### src/rtl/alu_responder.sv
// ============================================================================
//  Module   : alu_responder
//  Purpose  : Responder for the ALU start/done protocol. Logic ops finish in
//             one cycle. Unsigned multiply uses an iterative shift-add loop.
//             Define ALU_RESPONDER_MUL_EN to build in the multiplier.
//  Revision : 1.0 - initial release
// ============================================================================
`default_nettype none

module alu_responder #(
  parameter int WIDTH = 8
) (
  input  logic               clk,
  input  logic               reset,
  input  logic               start,
  input  logic [WIDTH-1:0]   A,
  input  logic [WIDTH-1:0]   B,
  input  logic [2:0]         op,
  output logic               done,
  output logic [2*WIDTH-1:0] result,
  output logic               err
);

  localparam logic [2:0] c_op_nop = 3'b000;
  localparam logic [2:0] c_op_add = 3'b001;
  localparam logic [2:0] c_op_and = 3'b010;
  localparam logic [2:0] c_op_xor = 3'b011;
  localparam logic [2:0] c_op_mul = 3'b100;
  localparam logic [2:0] c_op_rst = 3'b111;

  typedef enum logic [1:0] {
    S_IDLE = 2'd0,
    S_MUL  = 2'd1,
    S_DONE = 2'd2,
    S_HOLD = 2'd3
  } state_t;

  state_t               r_state;
  state_t               w_state_next;
  logic [2*WIDTH-1:0]   r_result;
  logic                 r_err;
  logic                 w_accept;
  logic [WIDTH:0]       w_sum;

  assign w_accept = (r_state == S_IDLE) && start;
  assign w_sum    = {1'b0, A} + {1'b0, B};

`ifdef ALU_RESPONDER_MUL_EN
  localparam int                CW          = $clog2(WIDTH + 1);
  localparam logic [CW-1:0]     c_width_cnt = CW'(WIDTH);
  localparam logic [CW-1:0]     c_last_cnt  = CW'(1);

  logic [WIDTH-1:0]     r_a;
  logic [WIDTH-1:0]     r_b;
  logic [CW-1:0]        r_count;
  logic [2*WIDTH-1:0]   r_acc;
  logic [2*WIDTH-1:0]   w_addend;
  logic [2*WIDTH-1:0]   w_acc_next;
  logic                 w_mul_start;
  logic                 w_mul_last;

  // Partial product weight follows the number of bits already consumed.
  assign w_addend    = r_b[0] ? ({{WIDTH{1'b0}}, r_a} << (c_width_cnt - r_count))
                              : '0;
  assign w_acc_next  = r_acc + w_addend;
  assign w_mul_start = w_accept && (op == c_op_mul);
  assign w_mul_last  = (r_count == c_last_cnt);

  always_ff @(posedge clk or posedge reset) begin
    if (reset) begin
      r_a     <= '0;
      r_b     <= '0;
      r_count <= '0;
      r_acc   <= '0;
    end else if (w_mul_start) begin
      r_a     <= A;
      r_b     <= B;
      r_count <= c_width_cnt;
      r_acc   <= '0;
    end else if (r_state == S_MUL) begin
      r_b     <= r_b >> 1;
      r_count <= r_count - c_last_cnt;
      r_acc   <= w_acc_next;
    end
  end
`else
  logic w_mul_start;
  logic w_mul_last;
  assign w_mul_start = 1'b0;
  assign w_mul_last  = 1'b0;
`endif

  always_ff @(posedge clk or posedge reset) begin
    if (reset) begin
      r_state <= S_IDLE;
    end else begin
      r_state <= w_state_next;
    end
  end

  always_comb begin
    w_state_next = r_state;
    case (r_state)
      S_IDLE: begin
        if (w_mul_start)   w_state_next = S_MUL;
        else if (start)    w_state_next = S_DONE;
      end
      S_MUL: begin
        if (w_mul_last)    w_state_next = S_DONE;
      end
      S_DONE: begin
        w_state_next = start ? S_HOLD : S_IDLE;
      end
      S_HOLD: begin
        if (!start)        w_state_next = S_IDLE;
      end
      default:             w_state_next = S_IDLE;
    endcase
  end

  // err is only meaningful in the DONE cycle; it is cleared on leaving DONE.
  always_ff @(posedge clk or posedge reset) begin
    if (reset) begin
      r_result <= '0;
      r_err    <= 1'b0;
    end else if (w_accept) begin
      r_err <= 1'b0;
      case (op)
        c_op_nop: ;
        c_op_add: r_result <= {{(WIDTH-1){1'b0}}, w_sum};
        c_op_and: r_result <= {{WIDTH{1'b0}}, A & B};
        c_op_xor: r_result <= {{WIDTH{1'b0}}, A ^ B};
        c_op_rst: r_result <= '0;
`ifdef ALU_RESPONDER_MUL_EN
        c_op_mul: ;
`endif
        default:  r_err <= 1'b1;
      endcase
`ifdef ALU_RESPONDER_MUL_EN
    end else if ((r_state == S_MUL) && w_mul_last) begin
      r_result <= w_acc_next;
`endif
    end else if (r_state == S_DONE) begin
      r_err <= 1'b0;
    end
  end

  assign done   = (r_state == S_DONE);
  assign result = r_result;
  assign err    = r_err;

endmodule

`default_nettype wire

### config.mk
export PLATFORM = sky130hd
export DESIGN_NAME = alu_responder
export DESIGN_NICKNAME = d
export VERILOG_FILES = /design/src/rtl/alu_responder.sv
export SDC_FILE = /design/constraint.sdc
export NUM_CORES = 1
export LEC_CHECK = 0
export CAP_MARGIN = 20
export CORE_MARGIN = 4
export CORE_UTILIZATION = 44
export CTS_BUF_LIST = sky130_fd_sc_hd__clkbuf_8 sky130_fd_sc_hd__clkbuf_16
export DETAILED_ROUTE_END_ITERATION = 6
export HOLD_SLACK_MARGIN = 0.05
export PLACE_DENSITY = 0.8
export SLEW_MARGIN = 10
export SYNTH_ARGS = -nofsm -noshare
export SYNTH_HDL_FRONTEND = slang
export SYNTH_SLANG_ARGS = --single-unit
### constraint.sdc
create_clock -name clk -period 2 [get_ports clk]
set_clock_uncertainty 0.15 [all_clocks]
set_input_delay 0.6 -clock clk [delete_from_list [all_inputs] [get_ports clk]]
set_output_delay 0.6 -clock clk [all_outputs]
set_load 0.02 [all_outputs]
==> results.yml, run 1 <==
outcome:
  status: "finished, violations left"
  violations: "setup timing"
yosys:
  synth-seq-cells: 12
  seq_area_frac_synth: 0.287
  synth-edff-count: 0
  synth.distinct_cells: 42
  postSynthCellCount: 117
  synth_flop_cell: "dfrtp_1"
  syn_area_mm2: 0.00105
  ys_warn_count: 0
  avgSynthCellArea_um2: 8.95
  async_flop_share: 1.00
route:
  drcViolationCount: 0
  dr.max_layer_used: "met4"
  viasPerCell: 5.46
  dr_wl_met3_um: 177
  postRouteAntennaNets: 0
  routed_wl_um: 3210
  wl_per_cell_um: 15.7
  met2_length_um: 1650
  met1_length_um: 1360
  num_vias: 1113
  dr.pass1.iters: 4
  drtIter0Drc: 23
cts:
  clockBufferDepth: 2
  clkTransAtPathRegs_ns: 0.06
  cts_made_buffers: 3
  root_buffer: "clkbuf_8"
  cts.sinks: 12
  clk_latency_ns: 0.25
  cts_max_level: 1
  tritoncts: "built"
placement:
  dpl_cell_area_mm2: 0.00156
  gp_congestion: 0.840
  dpl.hpwl_um: 2290
  numPlacedInstances: 196
  port_buffers: 32
  pre_cts_slack_ns: -0.832
pwr:
  power_density_mw_per_mm2: 512
  ir_drop_v: 0.000494
  power_frac_comb: 0.398
  clkPwrFrac: 0.308
  seq_power_share: 0.294
  p_leak_nw: 0.823
  p_switching_mw: 0.279
  power_mw: 0.900
  p_int_mw: 0.622
  swShare: 0.309
final_layout:
  antenna-diode-count: 0
  most-common-layout-cells: "buf_4, clkdlybuf4s50_1, dfrtp_1"
  drive_above_1_share: 0.375
  nNetsFinal: 208
  layout.cells.non_filler: 204
  final_common_cell: "buf_4"
  syn_to_final_growth_pct: 68.0
  final_area_mm2: 0.00176
  post-route-util: 0.788
critical_path:
  crit_family: "adder cells"
  path_buf_inv: 4
  slowest_delay_ns: 0.35
  r2r_end: "result[3]$_DFFE_PP0P_"
  cp_common_cell: "buf_6"
  required_ns: 1.99
  crit_chain: "buf_8 -> ha_4 -> inv_2 -> fa_2 -> nor2b_4 -> o31a_1 -> buf_6 -> buf_6 -> mux2i_1 -> a21oi_1 -> o22a_1"
  crit_fanout: 2
  critPathLaunchType: "input port"
  arrival_ns: 2.14
  slowest_stage: "fa_2"
  regToRegStartpoint: "r_state[1]$_DFFE_PP0P_"
  r2r_cells: 6
  r2r_setup_slack_ns: 0.23
  cp-end-kind: "register"
  path_class: "input port to register"
sta:
  period_share: 1.08
  grt_setup_unrepaired: "true"
  fmax_mhz: 465
  setup_slack_ns: -0.152
  fin_tns_setup_ns: -0.271
  hold_viol: 0
  finalSetupViolCount: 2
  tightest_slew_ns: 0.510
  drv_slew: 0
  relSlewSlack: 0.659
  post-route-min-period_ns: 2.15
  holdWs_ns: 0.349
hold_path:
  hold_start: "result[1]$_DFFE_PP0P_"
  hold_class: "register to register"
  hold_depth: 1
  whs_endpoint: "result[1]$_DFFE_PP0P_"
grt:
  grt_max_degree: 13
  first_global_vias: 1188
  grtUsageTotal: 0.207
  gr-total-overflow: 0
  grt_first_pass_wirelength_um: 5330
  antenna_found_initial: 0
die:
  die_area_mm2: 0.00322
  rows: 17
  fp.coreArea_mm2: 0.00223
  io_pins: 40
  start_util: 0.469
  die_h_um: 56.8
  fp.dieW_um: 56.8
run:
  drv_cap: 0
[cell usage after synthesis (all sizes together) (2+ instances only)]
master / instances / area [um^2]
a21oi: 9 / 56.3
and2: 2 / 12.5
buf: 9 / 65.1
dfrtp: 12 / 300
ha: 8 / 100
inv: 7 / 26.3
mux2i: 8 / 80.1
nand2: 9 / 33.8
nand2b: 4 / 27.5
nand3: 2 / 10.0
nor2: 6 / 22.5
nor2b: 3 / 26.3
o21a: 3 / 22.5
o21ai: 9 / 45.0
o21bai: 2 / 15.0
o22a: 2 / 17.5
xor2: 2 / 17.5
[per-layer routing]
metal,track usage,vias up
met5,0,-
met4,0.0728,0
met3,0.0437,2
met2,0.363,35
met1,0.247,550
li1,-,526
[power by group through the flow]
stage	sequential, mW	combinational (mW)	clock (mW)
after floorplan	0.285	0.159	0
after global placement	0.268	0.294	0
after detailed placement	0.269	0.302	0
after CTS	0.265	0.341	0.275
after global routing	0.266	0.387	0.291
final	0.265	0.358	0.277
[logic make-up (layout without fill, tap and decap cells)]
family	after synthesis	count (layout)	synth area share
adder cells (fa/ha/maj)	9	9	0.115
AND/OR/NAND/NOR	33	33	0.176
AO/OA/AOI/OAI	36	36	0.239
other	1	7	0.00358
buffers and inverters	16	69	0.0872
multiplexers	8	8	0.0765
flip-flops	12	12	0.287
XOR/XNOR	2	2	0.0167
[how the worst max path moves through the flow]
stage | from | end | slack, ns | cells past startpoint
floorplan | A[2] | result[8]$_DFFE_PP0P_ | -0.21 | 6
global placement | A[0] | result[8]$_DFFE_PP0P_ | -0.73 | 9
detailed placement | A[0] | result[8]$_DFFE_PP0P_ | -0.83 | 9
CTS | B[0] | result[8]$_DFFE_PP0P_ | -0.30 | 9
global route | A[0] | result[6]$_DFFE_PP0P_ | -0.23 | 11
finish | A[0] | result[6]$_DFFE_PP0P_ | -0.15 | 11
[sequential cells by signal (all words and copies together) (netlist names)]
signal / cells
r_state: 2
err: 1
result: 9
[area by class of cell]
type / instances / area (um^2)
Clock buffer: 4 / 55.1
Inverter: 7 / 26.3
Tap cell: 28 / 35.0
Multi-Input combinational cell: 95 / 817
Fill cell: 159 / 474
Sequential cell: 12 / 300
Timing Repair Buffer: 58 / 526
[timing repair]
item	in CTS	in global routing
endpoints found under the setup margin	10	11
buffers inserted	3	1
hold buffers	0	0
gates cloned	0	0
pin swaps	19	14
resized for setup	60	13
(Power assumes the default switching activity.)
==> run 2: changes to the inputs <==
==> constraint.sdc (replaced) <==
create_clock -name clk -period 2.4 [get_ports clk]
set_clock_uncertainty 0.15 [all_clocks]
set_input_delay 0.72 -clock clk [delete_from_list [all_inputs] [get_ports clk]]
set_output_delay 0.72 -clock clk [all_outputs]
set_load 0.02 [all_outputs]
==> run 2 against run 1 <==
- the run still ends with setup timing left
- wire length is 10% lower
- total power is 26% lower
- first-iteration DRC count stayed put
- hold slack worse by 0.0065 ns
==> results.yml, run 2 (synthesized netlist as in run 1, its figures left out) <==
outcome:
  status: "finished, violations left"
  violations: "setup timing"
final_layout:
  drive_above_1_share: 0.263
  largest_reg_flops: 9
  nNetsFinal: 204
  most-common-layout-cells: "clkdlybuf4s50_1, buf_4, dfrtp_1"
  syn_to_final_growth_pct: 54.6
  antenna-diode-count: 0
  layout.cells.non_filler: 199
grt:
  grtUsageTotal: 0.179
  antenna_found_initial: 0
  gr-total-overflow: 0
  first_global_vias: 1034
  grt_max_degree: 13
  grt_first_pass_wirelength_um: 4570
sta:
  finalSetupViolCount: 1
  holdWs_ns: 0.342
  tightest_slew_ns: 0.516
  post-route-min-period_ns: 2.44
  period_share: 1.02
  hold_viol: 0
  relSlewSlack: 0.656
  fin_tns_setup_ns: -0.0446
  fmax_mhz: 409
  drv_slew: 0
  grt_setup_unrepaired: "true"
  setup_slack_ns: -0.0446
pwr:
  clkPwrFrac: 0.282
  power_density_mw_per_mm2: 413
  ir_drop_v: 0.000383
  power_frac_comb: 0.388
  seq_power_share: 0.330
  p_leak_nw: 0.725
  swShare: 0.311
  p_int_mw: 0.461
  p_switching_mw: 0.208
  power_mw: 0.669
die:
  die_area_mm2: 0.00322
  rows: 17
  fp.coreArea_mm2: 0.00223
  fp.dieW_um: 56.8
  io_pins: 40
  die_h_um: 56.8
  start_util: 0.469
critical_path:
  cp-end-kind: "register"
  required_ns: 2.38
  r2r_cells: 6
  arrival_ns: 2.42
  crit_fanout: 2
  critPathLaunchType: "input port"
  path_class: "input port to register"
  r2r_end: "result[3]$_DFFE_PP0P_"
  r2r_setup_slack_ns: 0.61
  regToRegStartpoint: "r_state[1]$_DFFE_PP0P_"
cts:
  clkTransAtPathRegs_ns: 0.05
  tritoncts: "built"
  clockBufferDepth: 2
  cts_max_level: 1
  cts.sinks: 12
  clk_latency_ns: 0.24
  cts_made_buffers: 3
  root_buffer: "clkbuf_8"
route:
  wl_per_cell_um: 14.5
  routed_wl_um: 2880
  num_vias: 1065
  dr.pass1.iters: 4
  viasPerCell: 5.35
  drcViolationCount: 0
  drtIter0Drc: 23
  postRouteAntennaNets: 0
hold_path:
  hold_depth: 1
  whs_endpoint: "result[5]$_DFFE_PP0P_"
  hold_class: "register to register"
  hold_start: "result[5]$_DFFE_PP0P_"
placement:
  port_buffers: 32
  gp_congestion: 0.849
  dpl.hpwl_um: 2220
  numPlacedInstances: 194
run:
  drv_cap: 0
run 2: changes by cell type in the layout (fill, tap and decap cells not counted), moves of 3 or more:
cell / delta
ha_1: +3
buf_6: -5
dlymetal6s2s_1: -6
buf_2: -4
ha_4: -3
clkdlybuf4s50_1: +8
run 2: layout make-up:
type	count	area, um^2
Tap cell	28	35.0
Fill cell	183	614
Timing Repair Buffer	54	474
Clock buffer	3	41.3
Inverter	7	26.3
Multi-Input combinational cell	95	742
Sequential cell	12	300
run 2: what timing repair did:
action	CTS	global route
resized for setup	30	4
pin swaps	9	2
setup endpoints to repair	6	3
hold buffers	0	0
hold endpoints to repair	0	0
setup buffers	1	1
run 2: power groups by stage:
stage | clock network (mW) | logic [mW] | registers [mW]
after floorplan | 0 | 0.127 | 0.237
after global placement | 0 | 0.234 | 0.223
after detailed placement | 0 | 0.240 | 0.224
after CTS | 0.191 | 0.252 | 0.220
after global routing | 0.200 | 0.280 | 0.222
final | 0.189 | 0.260 | 0.221
run 2: how the worst max path moves through the flow:
stage | endpoint | slack [ns] | cells past startpoint | startpoint
final | result[8]$_DFFE_PP0P_ | -0.04 | 9 | B[0]
after global routing | result[8]$_DFFE_PP0P_ | -0.05 | 8 | A[1]
after floorplan | result[8]$_DFFE_PP0P_ | 0.002 | 8 | A[0]
after global placement | result[8]$_DFFE_PP0P_ | -0.48 | 9 | A[0]
after detailed placement | result[8]$_DFFE_PP0P_ | -0.58 | 9 | A[0]
after CTS | result[8]$_DFFE_PP0P_ | -0.02 | 9 | B[0]
run 2: stage by stage:
stage / area, um^2 / utilization / setup slack, ns
5_1_grt: 1620 / 0.725 / -0.0489
4_1_cts: 1610 / 0.719 / -0.0156
6_report: 1620 / 0.725 / -0.0446
2_1_floorplan: 1070 / - / 0.00203
3_5_place_dp: 1510 / 0.676 / -0.582
3_3_place_gp: 1510 / 0.676 / -0.476
run 2: routing by layer:
layer / wire, um / global-route usage / up-vias
li1: - / - / 522
met1: 1190 / 0.220 / 501
met2: 1470 / 0.320 / 35
met3: 173 / 0.0299 / 7
met4: 44 / 0.0497 / 0
met5: 0 / 0 / -
run 2: critical path, cell delays in order:
cell and delay (ns):
buf_6 0.10, ha_4 0.15, inv_2 0.05, fa_2 0.23
nor2b_4 0.05, o31a_1 0.32, or4_1 0.49, a31oi_1 0.22
o2bb2ai_1 0.10
